File: src/rtl/nco_cfg_pkg.sv
// Shared constants and types for the NCO configuration scheduler.
package nco_cfg_pkg;

  localparam int CTRL_EN       = 0;
  localparam int CTRL_WAVE_LSB = 1;
  localparam int CTRL_DUTY     = 3;
  localparam int CTRL_FREQ     = 4;
  localparam int CTRL_SYNC     = 5;

  localparam int FREQ_W = 64;
  localparam int DUTY_W = 16;
  localparam int WAVE_W = 2;

  typedef enum logic [1:0] {
    IDLE      = 2'd0,
    WAIT_WRAP = 2'd1,
    COMMIT    = 2'd2
  } state_e;

  typedef struct packed {
    logic              enable;
    logic [WAVE_W-1:0] wave;
    logic [FREQ_W-1:0] freq;
    logic [DUTY_W-1:0] duty;
  } nco_cfg_t;

endpackage

File: src/rtl/nco_cfg_scheduler_if.sv
// Configuration transaction bus from the I2C register decoder.
interface nco_cfg_scheduler_if;
  import nco_cfg_pkg::*;

  logic              cfg_valid;
  logic              cfg_ready;
  logic [7:0]        cfg_ctrl;
  logic [FREQ_W-1:0] cfg_freq;
  logic [DUTY_W-1:0] cfg_duty;

  modport master (output cfg_valid, output cfg_ctrl, output cfg_freq, output cfg_duty,
                  input cfg_ready);
  modport slave  (input cfg_valid, input cfg_ctrl, input cfg_freq, input cfg_duty,
                  output cfg_ready);
endinterface

File: src/rtl/nco_cfg_scheduler_watchdog.sv
// Saturating up-counter that bounds the time spent waiting for a phase wrap.
module nco_wrap_watchdog #(
  parameter int WRAP_TIMEOUT = 1000000
) (
  input  logic clk,
  input  logic reset,
  input  logic clear,
  input  logic count_en,
  output logic tc
);

  localparam int CNT_W = $clog2(WRAP_TIMEOUT);
  localparam logic [CNT_W-1:0] TC_VAL  = CNT_W'(WRAP_TIMEOUT - 1);
  localparam logic [CNT_W-1:0] CNT_MAX = '1;

  logic [CNT_W-1:0] cnt_q;

  // Count while enabled, holding at the top value instead of rolling over.
  always_ff @(posedge clk or negedge reset) begin
    if (!reset) begin
      cnt_q <= '0;
    end else if (clear) begin
      cnt_q <= '0;
    end else if (count_en && (cnt_q != CNT_MAX)) begin
      cnt_q <= cnt_q + 1'b1;
    end
  end

  assign tc = (cnt_q == TC_VAL);

endmodule

File: src/rtl/nco_cfg_scheduler.sv
// Captures one configuration transaction into shadow registers and commits it
// atomically to the NCO, either at once or on the next phase wrap.
//
// state     | meaning
// IDLE      | ready for a transaction, active regs stable
// WAIT_WRAP | shadow loaded, waiting for phase_wrap or watchdog expiry
// COMMIT    | shadow copied to active regs on the closing edge
module nco_cfg_scheduler
  import nco_cfg_pkg::*;
#(
  parameter int                WRAP_TIMEOUT = 1000000,
  parameter logic [DUTY_W-1:0] DUTY_RST     = 16'h8000
) (
  input  logic              clk,
  input  logic              reset,
  nco_cfg_scheduler_if.slave cfg,
  input  logic              phase_wrap,
  output logic              nco_enable,
  output logic [WAVE_W-1:0] nco_wave,
  output logic [FREQ_W-1:0] nco_frequency,
  output logic [DUTY_W-1:0] nco_duty_cycle,
  output logic              pending,
  output logic              commit_pulse,
  output logic              timeout_err
);

  localparam logic [1:0] ST_IDLE      = 2'(IDLE);
  localparam logic [1:0] ST_WAIT_WRAP = 2'(WAIT_WRAP);
  localparam logic [1:0] ST_COMMIT    = 2'(COMMIT);

  localparam nco_cfg_t RST_CFG = '{enable: 1'b0, wave: '0, freq: '0, duty: DUTY_RST};

  logic [1:0] state_q;
  nco_cfg_t   shadow_q;
  nco_cfg_t   active_q;
  logic       accept;
  logic       wd_tc;
  logic       unused_ctrl_bits;

  assign cfg.cfg_ready = (state_q == ST_IDLE);
  assign accept        = cfg.cfg_valid && (state_q == ST_IDLE);
  assign pending       = (state_q != ST_IDLE);

  // Reserved control bits are accepted but carry no meaning.
  assign unused_ctrl_bits = ^cfg.cfg_ctrl[7:6];

  nco_wrap_watchdog #(
    .WRAP_TIMEOUT(WRAP_TIMEOUT)
  ) u_watchdog (
    .clk      (clk),
    .reset    (reset),
    .clear    (state_q != ST_WAIT_WRAP),
    .count_en (state_q == ST_WAIT_WRAP),
    .tc       (wd_tc)
  );

  // Sequencing FSM plus sticky watchdog flag and commit strobe.
  always_ff @(posedge clk or negedge reset) begin
    if (!reset) begin
      state_q      <= ST_IDLE;
      commit_pulse <= 1'b0;
      timeout_err  <= 1'b0;
    end else begin
      commit_pulse <= 1'b0;
      case (state_q)
        ST_IDLE: begin
          if (accept) begin
            timeout_err <= 1'b0;
            // A disabled NCO never wraps, so waiting would only hit the watchdog.
            if (cfg.cfg_ctrl[CTRL_SYNC] && active_q.enable) begin
              state_q <= ST_WAIT_WRAP;
            end else begin
              state_q <= ST_COMMIT;
            end
          end
        end
        ST_WAIT_WRAP: begin
          if (phase_wrap) begin
            state_q <= ST_COMMIT;
          end else if (wd_tc) begin
            state_q     <= ST_COMMIT;
            timeout_err <= 1'b1;
          end
        end
        ST_COMMIT: begin
          commit_pulse <= 1'b1;
          state_q      <= ST_IDLE;
        end
        default: begin
          state_q <= ST_IDLE;
        end
      endcase
    end
  end

  // Shadow capture on accept; absent fields inherit the current active value.
  always_ff @(posedge clk or negedge reset) begin
    if (!reset) begin
      shadow_q <= RST_CFG;
    end else if (accept) begin
      shadow_q.enable <= cfg.cfg_ctrl[CTRL_EN];
      shadow_q.wave   <= cfg.cfg_ctrl[CTRL_WAVE_LSB +: WAVE_W];
      shadow_q.freq   <= cfg.cfg_ctrl[CTRL_FREQ] ? cfg.cfg_freq : active_q.freq;
      shadow_q.duty   <= cfg.cfg_ctrl[CTRL_DUTY] ? cfg.cfg_duty : active_q.duty;
    end
  end

  // Active registers change only as a whole, on the edge that leaves COMMIT.
  always_ff @(posedge clk or negedge reset) begin
    if (!reset) begin
      active_q <= RST_CFG;
    end else if (state_q == ST_COMMIT) begin
      active_q <= shadow_q;
    end
  end

  assign nco_enable     = active_q.enable;
  assign nco_wave       = active_q.wave;
  assign nco_frequency  = active_q.freq;
  assign nco_duty_cycle = active_q.duty;

endmodule

File: src/flat_wrapper.sv
// flat-port wrapper written by rule: the top's interface ports become plain ports
module nco_cfg_scheduler_flat import nco_cfg_pkg::*;
#(
  parameter int                WRAP_TIMEOUT = 1000000,
  parameter logic [DUTY_W-1:0] DUTY_RST     = 16'h8000
)
  (clk, reset, phase_wrap, nco_enable, nco_wave, nco_frequency, nco_duty_cycle, pending, commit_pulse, timeout_err, cfg_cfg_valid, cfg_cfg_ctrl, cfg_cfg_freq, cfg_cfg_duty, cfg_cfg_ready);
  nco_cfg_scheduler_if cfg_i ();
  input  logic clk;
  input  logic reset;
  input  logic phase_wrap;
  output logic nco_enable;
  output logic [WAVE_W-1:0] nco_wave;
  output logic [FREQ_W-1:0] nco_frequency;
  output logic [DUTY_W-1:0] nco_duty_cycle;
  output logic pending;
  output logic commit_pulse;
  output logic timeout_err;
  input wire logic [$bits(cfg_i.cfg_valid)-1:0] cfg_cfg_valid;
  input wire logic [$bits(cfg_i.cfg_ctrl)-1:0] cfg_cfg_ctrl;
  input wire logic [$bits(cfg_i.cfg_freq)-1:0] cfg_cfg_freq;
  input wire logic [$bits(cfg_i.cfg_duty)-1:0] cfg_cfg_duty;
  output wire logic [$bits(cfg_i.cfg_ready)-1:0] cfg_cfg_ready;
  assign cfg_i.cfg_valid = cfg_cfg_valid;
  assign cfg_i.cfg_ctrl = cfg_cfg_ctrl;
  assign cfg_i.cfg_freq = cfg_cfg_freq;
  assign cfg_i.cfg_duty = cfg_cfg_duty;
  assign cfg_cfg_ready = cfg_i.cfg_ready;
  nco_cfg_scheduler #(.WRAP_TIMEOUT(WRAP_TIMEOUT), .DUTY_RST(DUTY_RST)) u_core (.clk(clk), .reset(reset), .cfg(cfg_i), .phase_wrap(phase_wrap), .nco_enable(nco_enable), .nco_wave(nco_wave), .nco_frequency(nco_frequency), .nco_duty_cycle(nco_duty_cycle), .pending(pending), .commit_pulse(commit_pulse), .timeout_err(timeout_err));
endmodule
File: config.mk
export PLATFORM = sky130hd
export DESIGN_NAME = nco_cfg_scheduler_flat
export DESIGN_NICKNAME = d
export VERILOG_FILES = /design/src/rtl/nco_cfg_pkg.sv /design/src/rtl/nco_cfg_scheduler_if.sv /design/src/rtl/nco_cfg_scheduler_watchdog.sv /design/src/rtl/nco_cfg_scheduler.sv /design/src/flat_wrapper.sv
export SDC_FILE = /design/constraint.sdc
export NUM_CORES = 1
export LEC_CHECK = 0
export BUFFER_PORTS_ARGS = -buffer_cell sky130_fd_sc_hd__buf_2
export CAP_MARGIN = 20
export CORE_AREA = 2 2 147 149
export DETAILED_ROUTE_END_ITERATION = 10
export DIE_AREA = 0 0 149 151
export SYNTH_ARGS = -nofsm -noshare
export SYNTH_HDL_FRONTEND = slang
export SYNTH_SLANG_ARGS = --single-unit
File: constraint.sdc
create_clock -name clk -period 5.1 [get_ports clk]
set_input_delay 0.51 -clock clk [delete_from_list [all_inputs] [get_ports clk]]
set_output_delay 0.51 -clock clk [all_outputs]
set_load 0.01 [all_outputs]
==> Word-level counts from Yosys, hierarchy flattened <==
Cells that the tools add are included.
W data, S select, Z words.
{ "op_classes": {"addsub": 1, "multipliers": 0, "n_div": 0, "magnitude_cmp": 0, "eq_ne": 9, "n_shift": 0, "muxes": 14, "n_bitwise": 0, "n_reduce_logical": 9} }
{ "op_table": {"columns": ["cell", "count"], "rows": [
  ["$mux W64", 1],
  ["$mux W20", 2],
  ["$add A20 B1 Y20 const B", 1],
  ["$eq A20 B20 Y1 const B", 1],
  ["$ne A20 B20 Y1 const B", 1],
  ["$mux W16", 1],
  ["$mux W2", 4],
  ["$ne A2 B1 Y1 const B", 3],
  ["$reduce_bool A2 Y1", 3],
  ["$mux W1", 4],
  ["$pmux W2 S2", 1],
  ["$reduce_and A4 Y1", 1],
  ["$logic_and A1 B1 Y1", 3],
  ["$ne A3 B2 Y1 const B", 1],
  ["$eq A2 B1 Y1 const B", 1],
  ["$eq A2 B2 Y1 const B", 1],
  ["$logic_not A2 Y1", 1],
  ["$ne A2 B2 Y1 const B", 1],
  ["$pmux W1 S2", 1],
  ["$reduce_and A2 Y1", 1]
]} }
{ "word_totals": {"regBits": 190, "latch_bits": 0, "ramBits": 0, "mem_bits_ro": 0, "input_bits": 92, "word_cells": 45, "mem_count": 0} }

==> Logic depth before layout (Yosys ltp) <==
{ "logic_depth": {"word_depth": 4, "ltp_mapped": 7, "ltp_nobuf": 5} }

==> By module <==
Synthesis repeated with hierarchy kept, for this count alone.
{ "unflattened": {"hier_cells": 666, "area_unflattened_um2": 8514.4} }
{ "by_module_without_submodules": {"columns": ["mod", "instances", "cells_each", "area_each_um2"], "rows": [
  ["nco_cfg_scheduler", 1, 549, 7368.3],
  ["nco_wrap_watchdog", 1, 117, 1146.1]
]} }

==> Worst setup path before layout <==
No wires, ideal clock.
{ "synth_timing": {"path_kind": "flip-flop to flip-flop", "from": "register u_core.u_watchdog.cnt_q[0]", "to": "register u_core.u_watchdog.cnt_q[2]", "arrival_time_ns": 1.625, "required_time_ns": 5.021, "slack_ns": 3.396, "stages_incl_launch_ff": 6, "n_path_buf": 0, "synth_period_minus_slack_ns": 1.704, "path_cell_list": "dfrtp_1 ha_1 nand3_2 or4_4 o21ai_1 mux2i_1"} }
{ "synth_via": {"elab_chain_len": 3, "elab_cells_between_ends": 6, "classes_between": "add/sub: 1; eq/ne: 1; mux: 2; reduce/logical: 2"} }
{ "synth_rtl": {"columns": ["element", "line", "source"], "rows": [
  ["start, declared", "nco_cfg_scheduler_watchdog.sv:16", "logic [CNT_W-1:0] cnt_q;"],
  ["start signal, assigned", "nco_cfg_scheduler_watchdog.sv:25", "cnt_q <= cnt_q + 1'b1;"],
  ["$add A20 B1 Y20 / $ne A20 B20 Y1 (equally long branches)", "nco_cfg_scheduler_watchdog.sv:25, nco_cfg_scheduler_watchdog.sv:24", null],
  ["$mux W20 / $logic_and A1 B1 Y1 (equally long branches)", "nco_cfg_scheduler_watchdog.sv:24", "end else if (count_en && (cnt_q != CNT_MAX)) begin"],
  ["$mux W20 / $reduce_bool A2 Y1 (equally long branches)", null, null]
]} }
Parallel ways exist; a longest one is shown, timed or not. The select of a mux whose other input is x is not followed.
A chain may end at the register's enable or synchronous reset.

==> Worst setup path in the final report <==
{ "layout_timing": {"from": "register u_core.state_q[0]", "to": "register u_core.shadow_q[13] in the netlist's numbering"} }
{ "layout_via": {"elab_chain_len": 2} }
{ "layout_rtl": {"columns": ["element", "line", "source"], "rows": [
  ["start, declared", "nco_cfg_scheduler.sv:33", "logic [1:0] state_q;"],
  ["start signal, assigned", "nco_cfg_scheduler.sv:60", "state_q <= ST_IDLE;"],
  ["start signal, assigned", "nco_cfg_scheduler.sv:71", "state_q <= ST_WAIT_WRAP;"],
  ["start signal, assigned", "nco_cfg_scheduler.sv:73", "state_q <= ST_COMMIT;"],
  ["$logic_not A2 Y1", "nco_cfg_scheduler.sv:41", "assign accept = cfg.cfg_valid && (state_q == ST_IDLE);"],
  ["$logic_and A1 B1 Y1", "nco_cfg_scheduler.sv:41", null],
  ["end, declared", "nco_cfg_scheduler.sv:34", "nco_cfg_t shadow_q;"]
]} }
Every way passes these cells.

==> impl_metrics.yaml <==
outcome:
  status: "complete, no violations"
synth:
  synthDominantCellAreaShare_pct: 57.1
  yosysSeqAreaShare_pct: 57.8
  postSynthAreaPerCell_um2: 11.9
  synth_area_leaders: "dfrtp_1 57%, mux2_2 11%, mux2i_1 10%"
  netlist_instances: 692
  ys_seq_elements: 190
  synth_area_um2: 8230
  synth_nets: 785
  yosys_warnings: 0
  synth-edff-count: 0
  synthFlopType: "dfrtp_1"
  yosysTopAreaCell: "dfrtp_1"
  synthArstFlopShare_pct: 100
  synth_cell_types: 47
die:
  rows: 53
  die_h_um: 151
  initial_core_util_pct: 39.5
  fp.dieW_um: 149
  coreArea_um2: 20800
  num_io_pins: 179
  dieArea_um2: 22500
critical_path:
  critPathTopFamily: "simple AND/OR/NAND/NOR gates"
  slowest_stage: "nand2_4"
  crit_buf_inv: 1
  cp.required_ns: 5.38
  path_class: "register to register"
  worst-path-max-fanout: 96
  crit_cells: 4
  timing.rr.start: "u_core.state_q[0]$_DFFE_PN0P_"
  cp_data_arrival_time_ns: 2.58
  startpoint_type: "register"
  reg2reg_to: "u_core.shadow_q[13]$_DFFE_PN0P_"
  end_kind: "register"
  reg2reg_slack_ns: 2.80
  worstPathCellList: "nor2_1 > nand2_4 > buf_4 > o21ai_0"
  ff2ff_path_depth: 4
  cp_slowest_stage_delay_ns: 0.66
routing:
  drt-initial-drc-count: 283
  routed_via_density: 4.93
  wl_um: 17600
  antenna_left: 0
  first_pass_iters: 4
  wl_per_cell_um: 15.4
  vias: 5629
  drcViolationCount: 0
timing:
  drv_slew: 0
  fin_setup_tns_ns: 0
  max_clock_freq_ghz: 0.435
  maxSlewHeadroom_pct: 39.8
  fin_skew_ns: 0.0140
  timing.final.crit_share_pct: 45.1
  worstMarginPinSlew_ns: 0.902
  rsz0062_at_grt: "false"
  setup_viol: 0
  setup_ws_ns: 2.80
  fin_hold_ws_ns: 0.168
  hold_violations: 0
  min_period_ns: 2.30
place:
  port_buffers: 176
  hpwl_um: 11500
  place_congestion: 0.752
  preCtsSetupSlack_ns: 2.71
  dp_cells: 1107
cts:
  clock-sinks: 190
  post_cts_buffers: 0
  cts_made_buffers: 17
  cts_resized: 0
  h-tree-depth: 4
  cts_tree: "yes"
  clk_pin_slew_ns: 0.08
  root_buffer: "clkbuf_16"
  hold_buffers: 0
  clk_latency_ns: 0.42
  ctsLongestPathBuffers: 2
cells_and_area:
  final_common_cell: "dfrtp_1"
  layout-drive-gt1-share_pct: 36.0
  final_util_pct: 47.8
  mostFrequentLayoutCells: "188 x dfrtp_1, 174 x buf_2, 109 x nand2_1"
  stdcell_count: 1141
  area.growth.synth_to_final_pct: 20.8
  final_nets: 945
flow_run:
  cap_viol_max_count: 0
power_and_ir_drop:
  powerDensity_nw_per_um2: 552
  p_leak_nw: 4.89
  peakVddDrop_mv: 0.362
grt:
  grt_pass1_vias: 5514
  grt_max_degree: 102
  grt_usage_pct: 16.2
  overflow: 0
  grt_pass1_wl_um: 29000
  antenna_found_initial: 0
hold_path:
  hp-class: "input pin to asynchronous set/reset pin"
==> flip-flops by register name (all words and copies together) (netlist names) <==
signal,flops
u_core.nco_wave,2
u_core.nco_enable,1
u_core.nco_frequency,64
u_core.u_watchdog.cnt_q,20
u_core.state_q,2
u_core.timeout_err,1
u_core.nco_duty_cycle,16
u_core.commit_pulse,1
u_core.shadow_q,83
==> area by class of cell <==
class                           count  area [um2]
Clock inverter                     15         170
Timing Repair Buffer              184         952
Tap cell                          275         344
Multi-Input combinational cell    455        3280
Fill cell                        1974       10900
Clock buffer                       17         425
Sequential cell                   190        4760
Inverter                            4        15.0
Antenna cell                        1        2.50
==> cells by family (layout without fill, tap and decap cells) <==
kind of cell	after synthesis	after routing	synth area share, %
other	0	1	0
AND/OR/NAND/NOR	167	167	9.73
AO/OA/AOI/OAI	119	119	8.05
adder cells (fa/ha/maj)	1	1	0.152
buffers and inverters	47	220	2.60
multiplexers	168	168	21.7
flip-flops	190	190	57.8
==> report_power, final <==
part,internal (W),switching [W],leakage [nW],total [W]
Combinational,0.000809,0.000831,2.18,0.00164
Clock,0.000700,0.000634,0.290,0.00133
Sequential,0.00215,0.000364,2.42,0.00251
Total,0.00365,0.00183,4.89,0.00548
==> through the flow <==
step	total power (W)	instance area, um2
final	0.00548	9940
after global routing	0.00590	9940
after CTS	0.00558	9930
after detailed placement	0.00422	9340
after global placement	0.00417	9340
after floorplan	0.00358	8230
==> worst reg2reg max path, stage by stage (launching register included) <==
cell     delay (ns)
dfrtp_1        0.48
nor2_1         0.15
nand2_4        0.66
buf_4          0.65
o21ai_0        0.22
==> per-layer routing <==
layer | wire [um] | vias up | global-route usage (%)
met2 | 8010 | 142 | 24.4
li1 | - | 2779 | -
met4 | 144 | 0 | 4.81
met3 | 814 | 8 | 3.58
met5 | 0 | - | 0
met1 | 8620 | 2700 | 23.6
==> Yosys cell counts (3+ instances only) <==
cell / count
buf_2: 24
o21ai_0: 88
dfrtp_1: 188
mux2_2: 83
clkbuf_1: 15
mux2i_1: 85
nand4_1: 4
nor3_1: 10
a21oi_1: 12
nand2_1: 110
nand2b_1: 5
and3_1: 3
nand3_1: 8
nor4_1: 3
or3_1: 4
a2111o_1: 4
inv_1: 4
nor2_1: 3
o21ai_1: 4
==> worst max path at each step <==
stage / startpoint / endpoint / slack (ns)
after floorplan: u_core.u_watchdog.cnt_q[0]$_DFFE_PN0P_ / u_core.u_watchdog.cnt_q[2]$_DFFE_PN0P_ / 3.40
after global placement: cfg_cfg_valid / u_core.shadow_q[31]$_DFFE_PN0P_ / 2.77
after detailed placement: cfg_cfg_valid / u_core.shadow_q[79]$_DFFE_PN0P_ / 2.71
after CTS: u_core.state_q[0]$_DFFE_PN0P_ / u_core.shadow_q[21]$_DFFE_PN0P_ / 2.72
after global routing: u_core.state_q[0]$_DFFE_PN0P_ / u_core.shadow_q[79]$_DFFE_PN0P_ / 2.49
final: u_core.state_q[0]$_DFFE_PN0P_ / u_core.shadow_q[13]$_DFFE_PN0P_ / 2.80
No activity file was read; power rests on OpenSTA's default activity.
